### config.mk
export PLATFORM = sky130hd
export DESIGN_NAME = apb_reg_slave_bridge
export DESIGN_NICKNAME = d
export VERILOG_FILES = /design/src/rtl/apb_reg_slave_pkg.sv /design/src/rtl/apb_reg_slave_bridge.sv
export SDC_FILE = /design/constraint.sdc
export NUM_CORES = 1
export LEC_CHECK = 0
export ABC_AREA = 1
export CAP_MARGIN = 20
export CELL_PAD_IN_SITES_DETAIL_PLACEMENT = 0
export CELL_PAD_IN_SITES_GLOBAL_PLACEMENT = 1
export CORE_UTILIZATION = 32
export CTS_CLUSTER_DIAMETER = 50
export DETAILED_ROUTE_END_ITERATION = 10
export PLACE_DENSITY = 0.85
export SYNTH_ARGS = -nofsm -noshare
export SYNTH_HDL_FRONTEND = slang
export SYNTH_SLANG_ARGS = --single-unit
### constraint.sdc
create_clock -name apb_pclk_i -period 2.6 [get_ports apb_pclk_i]
set_clock_uncertainty 0.15 [all_clocks]
set_input_delay 0.26 -clock apb_pclk_i [delete_from_list [all_inputs] [get_ports apb_pclk_i]]
set_output_delay 0.26 -clock apb_pclk_i [all_outputs]
set_load 0.01 [all_outputs]
### src/rtl/apb_reg_slave_pkg.sv
// Shared types and helpers for the APB4 register slave bridge.
package apb_reg_slave_pkg;

  typedef enum logic [1:0] {
    ST_IDLE   = 2'd0,
    ST_ACCESS = 2'd1,
    ST_RDWAIT = 2'd2,
    ST_RESP   = 2'd3
  } state_e;

  // Wide enough to hold the largest read latency (3).
  localparam int CNT_W = 2;

  // True when a byte address is not word aligned or lands past the last register.
  // The caller zero-extends its ADDR_W-bit address; addr_w masks off anything above it.
  function automatic logic addr_err(input logic [31:0] addr,
                                    input int          addr_w,
                                    input int          num_regs);
    logic [31:0] w_word;
    if (addr_w >= 32) w_word = addr >> 2;
    else              w_word = (addr & ((32'd1 << addr_w) - 32'd1)) >> 2;
    return (addr[1:0] != 2'b00) || (w_word >= 32'(num_regs));
  endfunction

endpackage

### src/rtl/apb_reg_slave_bridge.sv
// APB4 slave front-end: turns each accepted transfer into one register strobe
// and one PREADY pulse, with configurable read latency and PSLVERR on bad addresses.
module apb_reg_slave_bridge
  import apb_reg_slave_pkg::*;
#(
  parameter  int ADDR_W     = 12,
  parameter  int DATA_W     = 32,
  parameter  int NUM_REGS   = 64,
  parameter  int RD_LATENCY = 1,
  localparam int IDX_W      = $clog2(NUM_REGS),
  localparam int STRB_W     = DATA_W / 8
) (
  input  logic              apb_pclk_i,
  input  logic              apb_presetn_i,
  input  logic [ADDR_W-1:0] apb_paddr_i,
  input  logic              apb_psel_i,
  input  logic              apb_penable_i,
  input  logic              apb_pwrite_i,
  input  logic [DATA_W-1:0] apb_pwdata_i,
  input  logic [STRB_W-1:0] apb_pstrb_i,
  output logic              apb_pready_o,
  output logic [DATA_W-1:0] apb_prdata_o,
  output logic              apb_pslverr_o,
  output logic [IDX_W-1:0]  reg_idx_o,
  output logic [DATA_W-1:0] reg_wdata_o,
  output logic [STRB_W-1:0] reg_be_o,
  output logic              reg_we_o,
  output logic              reg_re_o,
  input  logic [DATA_W-1:0] reg_rdata_i
);

  state_e            r_state;
  state_e            w_state_nxt;
  logic [CNT_W-1:0]  r_cnt;
  logic              r_write;
  logic              r_err;
  logic [IDX_W-1:0]  r_idx;
  logic [DATA_W-1:0] r_wdata;
  logic [STRB_W-1:0] r_be;
  logic [DATA_W-1:0] r_prdata;
  logic              r_pslverr;

  logic w_setup;
  logic w_good_rd;
  logic w_enter_resp;

  assign w_setup      = apb_psel_i && !apb_penable_i;
  assign w_good_rd    = !r_write && !r_err;
  assign w_enter_resp = (w_state_nxt == ST_RESP);

  // NOTE: every always_comb output gets a default first so no path leaves it unassigned (no latch).
  always_comb begin
    w_state_nxt = r_state;
    case (r_state)
      ST_IDLE:   if (w_setup) w_state_nxt = ST_ACCESS;
      ST_ACCESS: begin
        if (!apb_psel_i)                                  w_state_nxt = ST_IDLE;
        else if (r_err || r_write || (RD_LATENCY == 0))   w_state_nxt = ST_RESP;
        else                                              w_state_nxt = ST_RDWAIT;
      end
      ST_RDWAIT: begin
        if (!apb_psel_i)                 w_state_nxt = ST_IDLE;
        else if (r_cnt == CNT_W'(1))     w_state_nxt = ST_RESP;
      end
      ST_RESP:   w_state_nxt = ST_IDLE;
      default:   w_state_nxt = ST_IDLE;
    endcase
  end

  // NOTE: sequential state uses non-blocking assignments so every register samples pre-edge values.
  always_ff @(posedge apb_pclk_i or negedge apb_presetn_i) begin
    if (!apb_presetn_i) begin
      r_state   <= ST_IDLE;
      r_cnt     <= '0;
      r_write   <= 1'b0;
      r_err     <= 1'b0;
      r_idx     <= '0;
      r_wdata   <= '0;
      r_be      <= '0;
      r_prdata  <= '0;
      r_pslverr <= 1'b0;
    end else begin
      r_state <= w_state_nxt;

      if (r_state == ST_IDLE && w_setup) begin
        r_write <= apb_pwrite_i;
        r_err   <= addr_err(32'(apb_paddr_i), ADDR_W, NUM_REGS);
        r_idx   <= apb_paddr_i[IDX_W+1:2];
        r_wdata <= apb_pwdata_i;
        r_be    <= apb_pstrb_i;
      end

      if (r_state == ST_ACCESS && w_state_nxt == ST_RDWAIT)
        r_cnt <= CNT_W'(RD_LATENCY);
      else if (r_state == ST_RDWAIT && r_cnt != '0)
        r_cnt <= r_cnt - CNT_W'(1);

      // Response registers move only on the edge that enters RESP; aborts leave them alone.
      if (w_enter_resp) begin
        r_pslverr <= r_err;
        r_prdata  <= w_good_rd ? reg_rdata_i : '0;
      end
    end
  end

  assign apb_pready_o  = (r_state == ST_RESP);
  assign apb_prdata_o  = r_prdata;
  assign apb_pslverr_o = r_pslverr;
  assign reg_idx_o     = r_idx;
  assign reg_wdata_o   = r_wdata;
  assign reg_be_o      = r_be;
  assign reg_we_o      = (r_state == ST_ACCESS) && r_write && !r_err && (r_be != '0);
  assign reg_re_o      = (r_state == ST_ACCESS) && w_good_rd;

endmodule

=== Yosys cells after proc, flatten, opt, wreduce, memory -nomap -nowiden ===
Index checks and enable logic that the tools add are counted.

* Bits in registers: 81
* Bits in latches: 0
* Memory bits (writable): 0
* Bits in read-only memories: 0
* Memories kept: 0

* Add/sub/neg operators: 1
* Multiply operators: 0
* Divide/modulo/power cells: 0
* $lt $le $gt $ge: 1
* Eq/ne operators: 6
* Shift operators: 0
* Mux-type cells: 10
* Bitwise gates (word level): 0
* Reduce and logical (&&, ||, !) cells: 19

{| class="wikitable"
|+ Operator list
! kind !! number
|-
| 2-to-1 mux 32 bit || 2
|-
| >= comparator 32 x 7 -> 1 bit (second input constant) || 1
|-
| 2-to-1 mux 2 bit || 6
|-
| logical AND 1 bit || 9
|-
| equality test 2 bit (second input constant) || 4
|-
| one-hot mux 2 bit (4 select lines) || 1
|-
| nonzero test 2 bit || 3
|-
| equality test 2 x 1 -> 1 bit (second input constant) || 2
|-
| nonzero test 4 bit || 1
|-
| zero test 1 bit || 3
|-
| zero test 2 bit || 1
|-
| logical OR 1 bit || 2
|-
| subtractor 2 x 1 -> 2 bit (second input constant) || 1
|-
| 2-to-1 mux 1 bit || 1
|}

=== Depth between registers and ports, before layout ===
Gate-level depths: netlist of run 1.

* Depth in word-level cells: 7
* Gate-level depth with buffers: 9
* Gate-level depth less buffers: 8

=== Least setup slack after synthesis of run 1 ===
OpenSTA, ideal clock, no wires.

* Path kind: register to register
* Start: register r_cnt[0]
* End: register r_prdata[11], in the netlist apb_prdata_o[11]
* Arrival: 1133 ps
* Data required time: 2333 ps
* Slack: 1200 ps
* Cell stages (with the launch flop): 9
* Path buffers: 1
* Period minus slack after synthesis: 1400 ps
* Cells stage by stage: dfrtp_1 -> ha_1 -> nand2_1 -> inv_1 -> nand2_2 -> nand2_8 -> buf_8 -> nand3_2 -> nand2_1

* Word-level cells in the longest chain between the ends: 5

{| class="wikitable"
|+ RTL lines
! what !! RTL line !! RTL
|-
| start: declaration || apb_reg_slave_bridge.sv:34 || <nowiki>logic [CNT_W-1:0] r_cnt;</nowiki>
|-
| start signal: assignment || apb_reg_slave_bridge.sv:94 || <nowiki>r_cnt <= CNT_W'(RD_LATENCY);</nowiki>
|-
| start signal: assignment || apb_reg_slave_bridge.sv:96 || <nowiki>r_cnt <= r_cnt - CNT_W'(1);</nowiki>
|-
| equality test 2 x 1 -> 1 bit || apb_reg_slave_bridge.sv:63 || <nowiki>else if (r_cnt == CNT_W'(1)) w_state_nxt = ST_RESP;</nowiki>
|-
| 2-to-1 mux 2 bit || apb_reg_slave_bridge.sv:63 ||
|-
| 2-to-1 mux 2 bit || apb_reg_slave_bridge.sv:62 || <nowiki>if (!apb_psel_i) w_state_nxt = ST_IDLE;</nowiki>
|-
| one-hot mux 2 bit (4 select lines) || apb_reg_slave_bridge.sv:54 || <nowiki>case (r_state)</nowiki>
|-
| equality test 2 bit || apb_reg_slave_bridge.sv:49 || <nowiki>assign w_enter_resp = (w_state_nxt == ST_RESP);</nowiki>
|-
| end signal: assignment || apb_reg_slave_bridge.sv:101 || <nowiki>r_prdata <= w_good_rd ? reg_rdata_i : '0;</nowiki>
|-
| end: declaration || apb_reg_slave_bridge.sv:40 || <nowiki>logic [DATA_W-1:0] r_prdata;</nowiki>
|}

No other way between the ends.
A chain may end at the register's enable or synchronous reset.

=== Final worst setup path of run 1 ===
* Start: register r_err
* End: output port reg_we_o

* Word-level cells in the longest chain between the ends: 3

{| class="wikitable"
|+ RTL lines
! what !! RTL line !! RTL
|-
| start: declaration || apb_reg_slave_bridge.sv:36 || <nowiki>logic r_err;</nowiki>
|-
| start signal: assignment || apb_reg_slave_bridge.sv:87 || <nowiki>r_err <= addr_err(32'(apb_paddr_i), ADDR_W, NUM_REGS);</nowiki>
|-
| zero test 1 bit || apb_reg_slave_bridge.sv:112 || <nowiki>assign reg_we_o = (r_state == ST_ACCESS) && r_write && !r_err && (r_be != '0);</nowiki>
|-
| logical AND 1 bit (2 in series) || apb_reg_slave_bridge.sv:112 ||
|-
| end: declaration || apb_reg_slave_bridge.sv:27 || <nowiki>output logic reg_we_o,</nowiki>
|}

No other way between the ends.

==> results of run 1 <==
layout by cell type, fill, tap and decap left out, types with 2 or more instances in the layout:
cell type | netlist | layout
buf_4 | 4 | 5
clkbuf_8 | 0 | 9
clkdlybuf4s50_1 | 0 | 161
clkinv_2 | 0 | 4
dfrtp_1 | 81 | 81
ha_1 | 2 | 2
inv_1 | 9 | 9
inv_2 | 4 | 4
nand2_1 | 172 | 172
nand2_2 | 3 | 3
nand3_1 | 38 | 38
nand3_2 | 29 | 29
nand4_1 | 2 | 2
nor2_1 | 9 | 9
nor2_4 | 2 | 2
o21ai_0 | 3 | 3
what timing repair did:
action | in CTS | in global routing
setup endpoints to repair | 0 | 0
hold buffers | 1 | 0
hold endpoints to repair | 81 | 0
area by class of cell:
class / count / area [um^2] / area share
repair buffers: 168 / 1690 / 0.313
clock inverters: 6 / 36.3 / 0.00673
flip-flops and latches: 81 / 2030 / 0.376
well taps: 136 / 170 / 0.0316
multi-input cells: 264 / 1300 / 0.241
clock buffers: 9 / 124 / 0.0230
inverters: 13 / 48.8 / 0.00906
through the flow:
step	total power [uW]	instance area [um^2]	worst slack (ns)	instances	hold WS (ns)
2_1_floorplan	3440	3510	1.20	378	-0.186
3_3_place_gp	4890	5190	0.658	660	0.311
3_5_place_dp	4940	5190	0.609	660	0.314
4_1_cts	5750	5360	0.477	676	0.275
5_1_grt	6120	5390	0.380	677	0.227
6_report	5680	5390	0.498	677	0.223
path summary, 6_finish.rpt:
path                       cells past startpoint  slack (ns)               to       startpoint
setup / recovery                               4        0.50         reg_we_o            r_err
hold / removal                                 2        0.22  apb_prdata_o[6]    apb_presetn_i
setup reg to reg                               7        0.90  apb_prdata_o[1]       r_state[1]
hold reg to reg                                2        0.33  reg_wdata_o[12]  reg_wdata_o[12]
max in group asynchronous                      3        1.48       r_state[1]    apb_presetn_i
min in group apb_pclk_i                        3        0.30   reg_wdata_o[0]  apb_pwdata_i[0]
power by group through the flow:
stage | registers, uW | clock network [uW] | logic, uW
global route | 2300 | 862 | 2960
CTS | 2230 | 812 | 2710
detailed placement | 2240 | 0 | 2700
floorplan | 2460 | 0 | 976
finish | 2220 | 779 | 2680
global placement | 2220 | 0 | 2660
worst max-delay path: cells and delay by family, from the launching register on:
family | cells | cell delay (ns)
flops | 1 | 0.43
simple gates | 2 | 0.25
buf+inv | 2 | 0.66
cell families (layout without fill, tap and decap cells):
group	count (synthesis)	count (layout)	share of synthesized area
simple gates	259	259	0.358
flops	81	81	0.577
buf+inv	33	196	0.0538
compound gates	3	3	0.00427
fa+ha+maj	2	2	0.00712
layer usage:
layer,share of wire,up-vias
li1,-,1510
met1,0.46,1412
met2,0.42,138
met3,0.11,13
met4,0.013,0
met5,0,-
state kept, by name, summed over array words and instances, names as in the netlist:
name,cells
r_cnt,2
r_state,2
apb_pslverr_o,1
reg_wdata_o,32
r_write,1
reg_be_o,4
reg_idx_o,6
r_err,1
apb_prdata_o,32
==> results.py, run 1 <==
metrics = {
    "setup_path": {
        "crit_chain": "inv_1, nand4_1, nor2_1, clkdlybuf4s50_1",
        "cp_max_fo": 3,
        "path_class": "flip-flop to output pin",
        "end_kind": "output pin",
        "worst_ep_arrival_time_ns": 1.69,
        "crit_required_ns": 2.19,
        "slowest_delay_ns": 0.56,
        "slowest_stage": "clkdlybuf4s50_1",
        "start_kind": "flip-flop",
    },
    "pwr": {
        "pwr-share-clk": 0.137,
        "p_leak_uw": 0.00257,
        "p_int_uw": 3600,
        "p_switching_uw": 2080,
        "vdd_drop_max_uv": 510,
        "comb_power_share": 0.472,
        "p_sw_frac": 0.366,
        "p_seq_frac": 0.391,
        "power_density_nw_per_um2": 1050,
    },
    "floorplan": {
        "ios": 163,
        "fp.coreArea_um2": 10500,
        "dieHeight_um": 107,
        "fp.dieW_um": 107,
        "start_util": 0.336,
        "rows": 37,
        "die-area_um2": 11400,
    },
    "timing": {
        "tightestPinTransition_ns": 0.506,
        "hold_violations": 0,
        "rsz0062_at_grt": "false",
        "fmax_ghz": 0.476,
        "setup_viol": 0,
        "slew_violations": 0,
        "setup_tns_ns": 0,
        "period_share": 0.808,
        "slew_headroom": 0.663,
        "final.min_clock_period_ns": 2.10,
    },
    "clocking": {
        "cts.sinks": 81,
        "htree_levels": 3,
        "clockBufferDepth": 2,
        "post-cts-setup-buffers": 0,
        "clk_latency_ns": 0.34,
        "cts_resized": 0,
        "cts_tree": "built",
        "path_clk_slew_ns": 0.08,
        "root_buffer": "clkbuf_8",
        "numCtsBuffers": 9,
    },
    "drt": {
        "via_per_inst": 4.54,
        "final_antenna_net_count": 0,
        "wl_per_cell_um": 13.5,
        "routed_wl_um": 9130,
        "first_iter_violations": 92,
        "route.vias.total": 3073,
        "first_pass_iters": 4,
        "drcViolationCount": 0,
    },
    "placed_design": {
        "port_buffers": 162,
        "hpwl_um": 6350,
        "place_congestion": 0.752,
    },
    "grt": {
        "use_met1": 0.215,
        "gr-usage-met2": 0.252,
        "grt_antenna_before_repair": 0,
        "first_global_vias": 3126,
        "met3_usage": 0.0657,
        "grt_pass1_wl_um": 15000,
        "grt-ovfl-total": 0,
        "grt_max_degree": 82,
        "track_usage": 0.167,
        "grt.busiest_layer": "met2",
    },
    "logic_synthesis": {
        "synth_seq_cells": 81,
        "yosys_warnings": 0,
        "synthCells": 378,
        "synth.distinct_cells": 19,
        "synth.top_cell.area_share": 0.577,
        "ys_top_cells_by_area": "dfrtp_1, nand2_1, nand3_2",
        "synth_edf_count": 0,
        "syn_area_per_cell_um2": 9.29,
        "ys.flop_type": "dfrtp_1",
        "synthTopCellsByCount": "nand2_1, dfrtp_1, nand3_1",
        "synth_area_um2": 3510,
        "synth-seq-area-share": 0.577,
        "synth_nets": 465,
        "synthArstFlopShare": 1.00,
        "yosys.area.top_type": "dfrtp_1",
        "yosysMostFrequentCell": "nand2_1",
    },
    "cells_and_area": {
        "finalNetCount": 624,
        "final_util": 0.515,
        "syn2layout_area_growth_pct": 53.4,
        "post_route_cells_drive_above_1_share": 0.113,
        "fillers": 974,
        "n_antenna_cell": 0,
    },
    "run_status": {
        "outcome": "finished, final reports clean",
    },
    "run": {
        "maxCapViolCount": 0,
    },
    "min_path": {
        "hold_class": "input pin to async pin",
    },
}
Power figures use the tool's default switching activity.
==> run 2: changes to the inputs <==
--- a/config.mk
+++ b/config.mk
@@ -9,10 +9,10 @@
 export CAP_MARGIN = 20
 export CELL_PAD_IN_SITES_DETAIL_PLACEMENT = 0
 export CELL_PAD_IN_SITES_GLOBAL_PLACEMENT = 1
-export CORE_UTILIZATION = 32
+export CORE_UTILIZATION = 30
 export CTS_CLUSTER_DIAMETER = 50
 export DETAILED_ROUTE_END_ITERATION = 10
-export PLACE_DENSITY = 0.85
+export PLACE_DENSITY = 0.81
 export SYNTH_ARGS = -nofsm -noshare
 export SYNTH_HDL_FRONTEND = slang
 export SYNTH_SLANG_ARGS = --single-unit
==> constraint.sdc (replaced) <==
create_clock -name apb_pclk_i -period 2 [get_ports apb_pclk_i]
set_clock_uncertainty 0.15 [all_clocks]
set_input_delay 0.2 -clock apb_pclk_i [delete_from_list [all_inputs] [get_ports apb_pclk_i]]
set_output_delay 0.2 -clock apb_pclk_i [all_outputs]
set_load 0.01 [all_outputs]
==> run 2 against run 1 <==
Setup slack worse by 0.41 ns. Die area up 6.5%. Critical path depth unchanged. Clock-buffer cell count up 3. Register-to-register slack worse by 0.55 ns. Sequential share of layout area down 1.1 points. Flip-flop and latch count unchanged. Core utilization down 2.9 points. Hold slack better by 0.032 ns. Via count up 0.91%. First-iteration DRC count up 6.5%. Critical path type unchanged. Critical endpoint is now reg_re_o. Highest routed layer unchanged.
==> results.py, run 2 (synthesis results as in run 1) <==
metrics = {
    "run_status": {
        "outcome": "finished, final reports clean",
    },
    "timing": {
        "final.min_clock_period_ns": 1.91,
        "hold_violations": 0,
        "setup_viol": 0,
        "period_share": 0.954,
        "rsz0062_at_grt": "false",
        "slew_violations": 0,
        "fmax_ghz": 0.524,
        "whs_ns": 0.255,
        "slew_headroom": 0.649,
        "setup_tns_ns": 0,
        "setup_slack_ns": 0.0911,
        "tightestPinTransition_ns": 0.526,
    },
    "cells_and_area": {
        "layout_commonest_cell": "nand2_1",
        "post_route_cells_drive_above_1_share": 0.113,
        "final_cells": 685,
        "n_antenna_cell": 0,
        "finalNetCount": 625,
        "final_util": 0.486,
        "final_cell_mix": "nand2_1, clkdlybuf4s50_1, dfrtp_1, nand3_1, nand3_2",
        "syn2layout_area_growth_pct": 57.9,
    },
    "floorplan": {
        "die-area_um2": 12100,
        "ios": 163,
        "start_util": 0.308,
        "fp.dieW_um": 110,
        "rows": 39,
        "fp.coreArea_um2": 11400,
        "dieHeight_um": 110,
    },
    "setup_path": {
        "worst_ep_arrival_time_ns": 1.56,
        "rrSetupSlack_ns": 0.35,
        "slowest_stage": "clkdlybuf4s50_1",
        "start_kind": "flip-flop",
        "cp_max_fo": 4,
        "r2r-start": "r_cnt[0]",
        "end_kind": "output pin",
        "path_class": "flip-flop to output pin",
        "reg2regPathDepth": 7,
        "crit_required_ns": 1.65,
        "crit_chain": "inv_2, nand2_2, nor2_1, clkdlybuf4s50_1",
        "reg2reg_to": "apb_prdata_o[14]",
        "slowest_delay_ns": 0.54,
        "startpoint": "r_state[1]",
        "cp_top_family": "buffers and inverters",
        "critical_path_buf_inv_count": 2,
    },
    "min_path": {
        "hold_class": "input pin to flip-flop",
        "min_delay_path_depth": 3,
        "min_from": "apb_pwdata_i[21]",
        "hold_end": "reg_wdata_o[21]",
    },
    "grt": {
        "grt_antenna_before_repair": 0,
        "grt_pass1_wl_um": 15200,
        "grt_max_degree": 82,
        "first_global_vias": 3265,
        "track_usage": 0.164,
        "grt-ovfl-total": 0,
    },
    "pwr": {
        "vdd_drop_max_uv": 667,
        "power_density_nw_per_um2": 1450,
        "p_leak_uw": 0.00264,
    },
    "placed_design": {
        "hpwl_um": 6440,
        "port_buffers": 162,
        "dp.cells": 669,
        "place_congestion": 0.719,
        "post-place-ws_ns": 0.265,
    },
    "drt": {
        "drcViolationCount": 0,
        "wl_per_cell_um": 13.8,
        "first_pass_iters": 4,
        "via_per_inst": 4.53,
        "met1_length_um": 4050,
        "routed_wl_um": 9460,
        "wl_met2_um": 4080,
        "first_iter_violations": 98,
        "route.vias.total": 3101,
        "top_layer": "met4",
        "met3_length_um": 1200,
        "final_antenna_net_count": 0,
    },
    "clocking": {
        "cts_tree": "built",
        "numCtsBuffers": 9,
        "clockBufferDepth": 2,
        "root_buffer": "clkbuf_16",
        "htree_levels": 3,
        "clk_latency_ns": 0.33,
        "path_clk_slew_ns": 0.06,
        "cts.sinks": 81,
        "post-cts-setup-buffers": 0,
    },
    "run": {
        "maxCapViolCount": 0,
    },
}
==> run 2: changes by cell type in the layout (fill, tap and decap cells not counted), sizes merged <==
cell,change
clkinvlp,-1
dlygate4sd2,+1
bufinv,+1
clkinv,-3
clkbuf,+3
buf,+1
clkdlybuf4s50,-1
==> run 2: what timing repair did <==
item,4_1_cts,5_1_grt
hold buffers,1,0
setup endpoints to repair,1,0
gates resized for setup,1,0
endpoints found under the hold margin,81,0
==> run 2: worst register-to-register path, delay by kind of cell, from the launching register on <==
family	cells	cell delay (ns)
AND/OR/NAND/NOR	4	0.44
buffers and inverters	2	0.40
flip-flops	1	0.40
adder cells (fa/ha/maj)	1	0.20
==> run 2: worst max path at each step <==
| stage | to | slack (ns) | cells after the start |
|---|---|---|---|
| 3_5_place_dp | reg_idx_o[0] | 0.26 | 7 |
| 5_1_grt | reg_re_o | 0.009 | 4 |
| 3_3_place_gp | reg_idx_o[2] | 0.29 | 7 |
| 6_report | reg_re_o | 0.09 | 4 |
| 2_1_floorplan | apb_prdata_o[11] | 0.60 | 8 |
| 4_1_cts | reg_re_o | 0.07 | 4 |
==> run 2: layer usage <==
metal	vias up	GRT usage
li1	1514	-
met1	1445	0.202
met2	132	0.253
met3	10	0.0694
met4	0	0.0639
met5	-	0
==> run 2: layout make-up <==
class	instances	area (um^2)
Inverter	13	48.8
Multi-Input combinational cell	264	1300
Timing Repair Buffer	169	1700
Fill cell	1102	5870
Tap cell	143	179
Clock buffer	12	256
Sequential cell	81	2030
Clock inverter	3	40.0
==> run 2: stage by stage <==
stage,power (uW),cell area (um^2)
floorplan,4470,3510
global placement,6400,5240
detailed placement,6460,5240
CTS,8160,5550
global route,8650,5550
finish,8040,5550
==> run 2: power breakdown <==
| group | leakage [uW] | internal (uW) | switching, uW |
|---|---|---|---|
| Clock | 0.000148 | 1020 | 612 |
| Sequential | 0.00104 | 2410 | 478 |
| Combinational | 0.00146 | 1850 | 1660 |
